<file path="src/rtl/s1_capture_fifo.sv">
// Capture FIFO behind the S1 registered-mux stage: buffers S1 words in arrival
// order and returns them on a registered read port with a one-cycle valid pulse.
module s1_capture_fifo #(
    parameter int size   = 5,
    parameter int DEPTH  = 4,
    parameter int ADDR_W = 2
) (
    input  logic              clk,
    input  logic              CLR,
    input  logic [size-1:0]   din,
    input  logic              wr_en,
    input  logic              rd_en,
    output logic [size-1:0]   dout,
    output logic              dout_valid,
    output logic              full,
    output logic              empty,
    output logic [ADDR_W:0]   count,
    output logic              overflow,
    output logic              underflow
);

    localparam logic [ADDR_W:0]   FULL_CNT = (ADDR_W + 1)'(DEPTH);
    localparam logic [ADDR_W:0]   CNT_ONE  = (ADDR_W + 1)'(1);
    localparam logic [ADDR_W-1:0] PTR_ONE  = ADDR_W'(1);

    logic [size-1:0]   mem [DEPTH];
    logic [ADDR_W-1:0] wr_ptr_q, wr_ptr_d;
    logic [ADDR_W-1:0] rd_ptr_q, rd_ptr_d;
    logic [ADDR_W:0]   count_q, count_d;
    logic [size-1:0]   dout_q, dout_d;
    logic              dout_valid_q, dout_valid_d;
    logic              overflow_q, overflow_d;
    logic              underflow_q, underflow_d;
    logic              wr_acc, rd_acc;

    // wr_en/rd_en are requests with no ready handshake: a write is taken when
    // not full or when a read frees a slot on the same edge; a read is taken
    // when not empty. Refused requests only raise the sticky error flags.
    assign full   = (count_q == FULL_CNT);
    assign empty  = (count_q == '0);
    assign wr_acc = wr_en && (!full || rd_en);
    assign rd_acc = rd_en && !empty;

    always_comb begin
        wr_ptr_d     = wr_ptr_q;
        rd_ptr_d     = rd_ptr_q;
        count_d      = count_q;
        dout_d       = dout_q;
        dout_valid_d = 1'b0;
        overflow_d   = overflow_q;
        underflow_d  = underflow_q;

        if (wr_acc) begin
            wr_ptr_d = wr_ptr_q + PTR_ONE;
        end else if (wr_en) begin
            overflow_d = 1'b1;
        end

        if (rd_acc) begin
            rd_ptr_d     = rd_ptr_q + PTR_ONE;
            dout_d       = mem[rd_ptr_q];
            dout_valid_d = 1'b1;
        end else if (rd_en) begin
            underflow_d = 1'b1;
        end

        if (wr_acc && !rd_acc) begin
            count_d = count_q + CNT_ONE;
        end else if (rd_acc && !wr_acc) begin
            count_d = count_q - CNT_ONE;
        end
    end

    always_ff @(posedge clk or posedge CLR) begin
        if (CLR) begin
            wr_ptr_q     <= '0;
            rd_ptr_q     <= '0;
            count_q      <= '0;
            dout_q       <= '0;
            dout_valid_q <= 1'b0;
            overflow_q   <= 1'b0;
            underflow_q  <= 1'b0;
        end else begin
            wr_ptr_q     <= wr_ptr_d;
            rd_ptr_q     <= rd_ptr_d;
            count_q      <= count_d;
            dout_q       <= dout_d;
            dout_valid_q <= dout_valid_d;
            overflow_q   <= overflow_d;
            underflow_q  <= underflow_d;
        end
    end

    // Storage is not reset; when full with a simultaneous read, the write lands
    // in the slot being read, and the read still sees the old word (NBA order).
    always_ff @(posedge clk) begin
        if (wr_acc && !CLR) begin
            mem[wr_ptr_q] <= din;
        end
    end

    assign dout       = dout_q;
    assign dout_valid = dout_valid_q;
    assign count      = count_q;
    assign overflow   = overflow_q;
    assign underflow  = underflow_q;

endmodule

</file>
<file path="config.mk">
export PLATFORM = sky130hd
export DESIGN_NAME = s1_capture_fifo
export DESIGN_NICKNAME = d
export VERILOG_FILES = /design/src/rtl/s1_capture_fifo.sv
export SDC_FILE = /design/constraint.sdc
export NUM_CORES = 1
export LEC_CHECK = 0
export BUFFER_PORTS_ARGS = -buffer_cell sky130_fd_sc_hd__buf_2
export CELL_PAD_IN_SITES_DETAIL_PLACEMENT = 0
export CELL_PAD_IN_SITES_GLOBAL_PLACEMENT = 1
export CORE_MARGIN = 4
export CORE_UTILIZATION = 41
export DETAILED_ROUTE_END_ITERATION = 16
export PLACE_DENSITY = 0.73
export SLEW_MARGIN = 0
export SYNTH_ARGS = -nofsm -noshare
export SYNTH_HDL_FRONTEND = slang
export SYNTH_SLANG_ARGS = --single-unit
</file>
<file path="constraint.sdc">
create_clock -name clk -period 2.2 [get_ports clk]
set_clock_uncertainty 0.05 [all_clocks]
set_input_delay 0.33 -clock clk [delete_from_list [all_inputs] [get_ports clk]]
set_output_delay 0.33 -clock clk [all_outputs]
set_load 0.1 [all_outputs]
</file>
==> results.cfg, run 1 <==
[run_status]
run_status = finished, final reports clean

[flow_run]
maxCapViolCount = 0

[clock_tree]
clk_latency_ps = 330
cts_buffers = 5
clockBufferDepth = 2
htree_levels = 2
clkTransAtPathRegs_ps = 110
cts_tree = done
root_buffer = clkbuf_4
post_cts_resized = 0
ctsHoldBuffers = 0
clock_sinks = 35
postCtsSetupBuffers = 0

[cells_and_area]
final_util_pct = 52.2
num-nets-final = 137
syn_to_final_growth_pct = 20.9
drive_gt1_share_pct = 45.5
final_cell_area_um2 = 1780
antenna_cells = 0
stdcell_count = 169

[setup_path]
critical_path_class = flip-flop to flip-flop
cp.buffers_inverters = 2
r2r_cells = 7
cp.arrival_ps = 2250
endpoint_kind = flip-flop
cp_max_fo = 3
cp_top_family = adder cells
crit_chain = nor4b_4 -> nand2b_4 -> inv_2 -> ha_4 -> inv_2 -> fa_1 -> mux2_4
crit_path_frequent_cell = inv_2
cp-start-kind = flip-flop
cp.depth = 7
slowest_stage = dfrtp_4
critical-path-max-stage-delay_ps = 520
cp.required_ps = 2370

[synth]
yosys.area_share.simple_pct = 10.4
yosys_most_used_dff = edfxtp_1
synth_edf_count = 20
synth_area_um2 = 1480
synth_nets = 106
postSynthAreaPerCell_um2 = 16.2
synthMuxAreaShare_pct = 9.41
yosys.area_share.adder_pct = 5.60
synthArstFlopShare_pct = 42.9
yosysUniqueCellTypes = 25
synth_top_family_by_area = simple AND/OR/NAND/NOR gates
ys_ff_latch = 35
synth_compound_area_share_pct = 2.54
synth-xor-area-share_pct = 3.56
seq_area_frac_synth_pct = 66.2
synth_cells = 91
yosysWarnings = 0

[placement]
dp_hpwl_mm = 1.70
numPortBuffers = 21
dp_cells = 158
gp_congestion = 0.702
dpl_cell_area_um2 = 1690

[detailed_routing]
postRouteAntennaNets = 0
vias = 779
drt_iter0_markers = 39
wl_per_cell_um = 13.7
route.detailed.drc = 0
drt_wl_total_mm = 2.31
vias_per_cell = 4.61
first_pass_iters = 4

[timing]
setup-violations-final = 0
max_freq_ghz = 0.480
period_needed_ps = 2080
min_period_over_period_pct = 94.7
hold_ws_ps = 16.0
worst_pin_slew_ps = 594
rsz0062_at_grt = false
hold_viol_final = 0
slew_headroom_pct = 60.3
final_max_slew_viol_count = 0

[grt]
overflow = 0
grt_pass1_vias = 800
grt_pass1_wl_mm = 3.81
grt_max_degree = 16
track_usage_pct = 11.5
grt_antenna_before_repair = 0

[die]
fp-row-count = 21
die-area_um2 = 4620
die_y_um = 68.0
start_util_pct = 43.2
num_io_pins = 22
die_x_um = 68.0
coreArea_um2 = 3420

[worst_hold_path]
hold_path_class = primary input to async pin
## routing by layer
metal	GRT usage [%]	part of all wire, %	vias to the layer above
li1	-	-	381
met1	14.9	46	377
met2	17.4	48	17
met3	4.93	5.8	4
met4	3.72	1.0	0
met5	0	0	-
## metrics by stage
step	TNS, ps	setup slack, ps
finish	0	117
global route	0	24.6
floorplan	-104	-52.2
detailed placement	0	52.5
global placement	0	107
CTS	0	32.9
## registers in the layout (all words and copies together), names as in the netlist
signal and cells:
mem 20, dout 5, count 3, rd_ptr_q 2
wr_ptr_q 2, dout_valid 1, overflow 1, underflow 1
## cells by family (layout without fill, tap and decap cells)
logic type / count (synthesis) / after routing
AOI/OAI and AO/OA: 3 / 3
DFF: 35 / 35
xor gates and xnor gates: 6 / 6
adders and majority gates: 6 / 6
muxes: 7 / 7
and+or+nand+nor: 26 / 26
buffers and inverters: 8 / 40
## cell type report
class,count,area (µm²)
clock buffers,6,51.3
clock inverters,2,16.3
fillers,295,1630
inverters,6,25.0
multi-input cells,48,504
flip-flops and latches,35,987
well taps,46,57.6
repair buffers,26,143
## layout by cell type, fill, tap and decap left out
cell type	synthesis	routed
nor3_4	0	1
nand2b_4	1	1
buf_2	1	21
nand2_2	1	1
dfrtp_1	15	12
nand2_1	15	15
clkinv_4	0	1
ha_4	0	1
inv_4	1	1
edfxtp_1	20	20
clkinvlp_4	0	1
mux4_2	5	5
a21o_2	1	1
a21o_1	1	1
inv_2	0	2
inv_1	5	3
nor2_1	1	1
and2_1	4	4
fa_1	1	1
buf_4	0	5
xnor2_1	4	4
nor3b_2	1	1
ha_1	5	4
nor4b_4	1	1
xor2_1	2	2
clkbuf_8	0	1
dfrtp_4	0	3
nor3b_4	0	1
clkbuf_4	0	5
mux2_4	1	2
o31ai_4	1	1
## path summary, 6_finish.rpt
path / start / endpoint / slack (ps)
max: count[1]$_DFFE_PP0P_ / count[1]$_DFFE_PP0P_ / 120
min: CLR / overflow$_DFFE_PP0P_ / 20
max reg2reg: count[1]$_DFFE_PP0P_ / count[1]$_DFFE_PP0P_ / 120
min reg2reg: overflow$_DFFE_PP0P_ / overflow$_DFFE_PP0P_ / 420
max in group asynchronous: CLR / count[1]$_DFFE_PP0P_ / 1640
min in group clk: din[3] / mem[1][3]$_DFFE_PP_ / 160
## synth_stat cells, types with 2 or more instances
library cell,n,area share (%)
edfxtp_1,20,41
dfrtp_1,15,25
nand2_1,15,3.8
ha_1,5,4.2
inv_1,5,1.3
mux4_2,5,7.6
and2_1,4,1.7
xnor2_1,4,2.4
xor2_1,2,1.2
Power of run 1 is left out: the tool's default activity adds up to more than one toggle a clock period on the data nets, which glitch-free logic cannot reach.
==> inputs of run 2 (changes only) <==
==> constraint.sdc (replaced) <==
create_clock -name clk -period 2.2 [get_ports clk]
set_clock_uncertainty 0.05 [all_clocks]
set_input_delay 0.22 -clock clk [delete_from_list [all_inputs] [get_ports clk]]
set_output_delay 0.22 -clock clk [all_outputs]
set_load 0.1 [all_outputs]
==> results.cfg, run 2 (synthesis gave the netlist of run 1 again) <==
[die]
start_util_pct = 43.2
fp-row-count = 21
die_x_um = 68.0
coreArea_um2 = 3420
num_io_pins = 22
die-area_um2 = 4620
die_y_um = 68.0

[timing]
rsz0062_at_grt = true
min_period_over_period_pct = 93.9
worst_pin_slew_ps = 580
hold_viol_final = 0
period_needed_ps = 2070
max_freq_ghz = 0.484
final_max_slew_viol_count = 0
setup-violations-final = 0
slew_headroom_pct = 61.3

[grt]
overflow = 0
grt_antenna_before_repair = 0
grt_pass1_vias = 769
grt_max_degree = 16
track_usage_pct = 11.2
grt_pass1_wl_mm = 3.66

[detailed_routing]
route.detailed.drc = 0
postRouteAntennaNets = 0
vias_per_cell = 4.60
first_pass_iters = 3
drt_wl_total_mm = 2.13
wl_per_cell_um = 12.6
vias = 778
drt_iter0_markers = 27

[cells_and_area]
layout_common_cells = buf_2 (21), edfxtp_1 (20), nand2_1 (15), dfrtp_1 (12)
max_flop_register = mem
antenna_cells = 0
stdcell_count = 169
largest_reg_flops = 20
syn_to_final_growth_pct = 19.6
final_common_cell = buf_2
drive_gt1_share_pct = 42.3
num-nets-final = 137
final_cell_area_um2 = 1760
fillers = 310

[run_status]
run_status = finished, final reports clean

[placement]
gp_congestion = 0.712
numPortBuffers = 21
dp_hpwl_mm = 1.56
dpl_cell_area_um2 = 1670
dp_cells = 158

[clock_tree]
clk_latency_ps = 330
htree_levels = 2
cts_buffers = 5
post_cts_resized = 0
clock_sinks = 35
cts_tree = done
root_buffer = clkbuf_4
clkTransAtPathRegs_ps = 100
clockBufferDepth = 2

[setup_path]
cp.arrival_ps = 2240
cp.required_ps = 2370
critical_path_class = flip-flop to flip-flop
cp-start-kind = flip-flop
cp_max_fo = 4
endpoint_kind = flip-flop

[worst_hold_path]
hold_path_class = primary input to flip-flop

[flow_run]
maxCapViolCount = 0
==> run 2: through the flow <==
| step | hold slack [ps] | worst slack (ps) | TNS [ps] | utilization, % |
|---|---|---|---|---|
| 2_1_floorplan | 71.5 | -88.5 | -212 | - |
| 3_3_place_gp | 259 | 126 | 0 | 48.8 |
| 3_5_place_dp | 268 | 74.6 | 0 | 48.8 |
| 4_1_cts | 39.2 | 53.9 | 0 | 50.8 |
| 5_1_grt | 31.0 | -4.64 | -4.64 | 51.6 |
| 6_report | 54.2 | 134 | 0 | 51.6 |
==> run 2: worst max-delay path, cell delays in order (launching register included) <==
cell      delay (ps)
dfrtp_4          530
nor4b_4          290
nand2b_4         170
inv_1             40
ha_2             170
inv_2             50
fa_1             390
mux2_2           270
==> run 2: what timing repair did <==
item / CTS / global route
endpoints found under the hold margin: 15 / 0
setup endpoints to repair: 0 / 1
hold buffers: 1 / 0
buffers inserted: 0 / 2
==> run 2: final timing paths <==
| path | from | to | slack (ps) | depth (start not counted) |
|---|---|---|---|---|
| setup / recovery | count[1]$_DFFE_PP0P_ | count[1]$_DFFE_PP0P_ | 130 | 7 |
| min in group asynchronous | CLR | overflow$_DFFE_PP0P_ | 470 | 3 |
| hold reg to reg | underflow$_DFFE_PP0P_ | underflow$_DFFE_PP0P_ | 410 | 1 |
| max in group asynchronous | CLR | count[2]$_DFFE_PP0P_ | 1200 | 3 |
| setup reg to reg | count[1]$_DFFE_PP0P_ | count[1]$_DFFE_PP0P_ | 130 | 7 |
| hold / removal | din[1] | mem[3][1]$_DFFE_PP_ | 50 | 1 |
==> run 2: cell type report <==
cell class / instances / area [µm²] / share of cell area, %
Sequential cell: 35 / 987 / 56.0
Clock buffer: 7 / 55.1 / 3.12
Multi-Input combinational cell: 48 / 478 / 27.1
Inverter: 6 / 25.0 / 1.42
Clock inverter: 1 / 3.75 / 0.213
Timing Repair Buffer: 26 / 158 / 8.94
Tap cell: 46 / 57.6 / 3.26
==> run 2: layer usage <==
metal	track usage, %	wire length, µm
met1	12.9	869
met5	0	0
met3	5.25	147
met4	5.21	38
met2	17.7	1080
Power of run 2 is left out for the same reason.
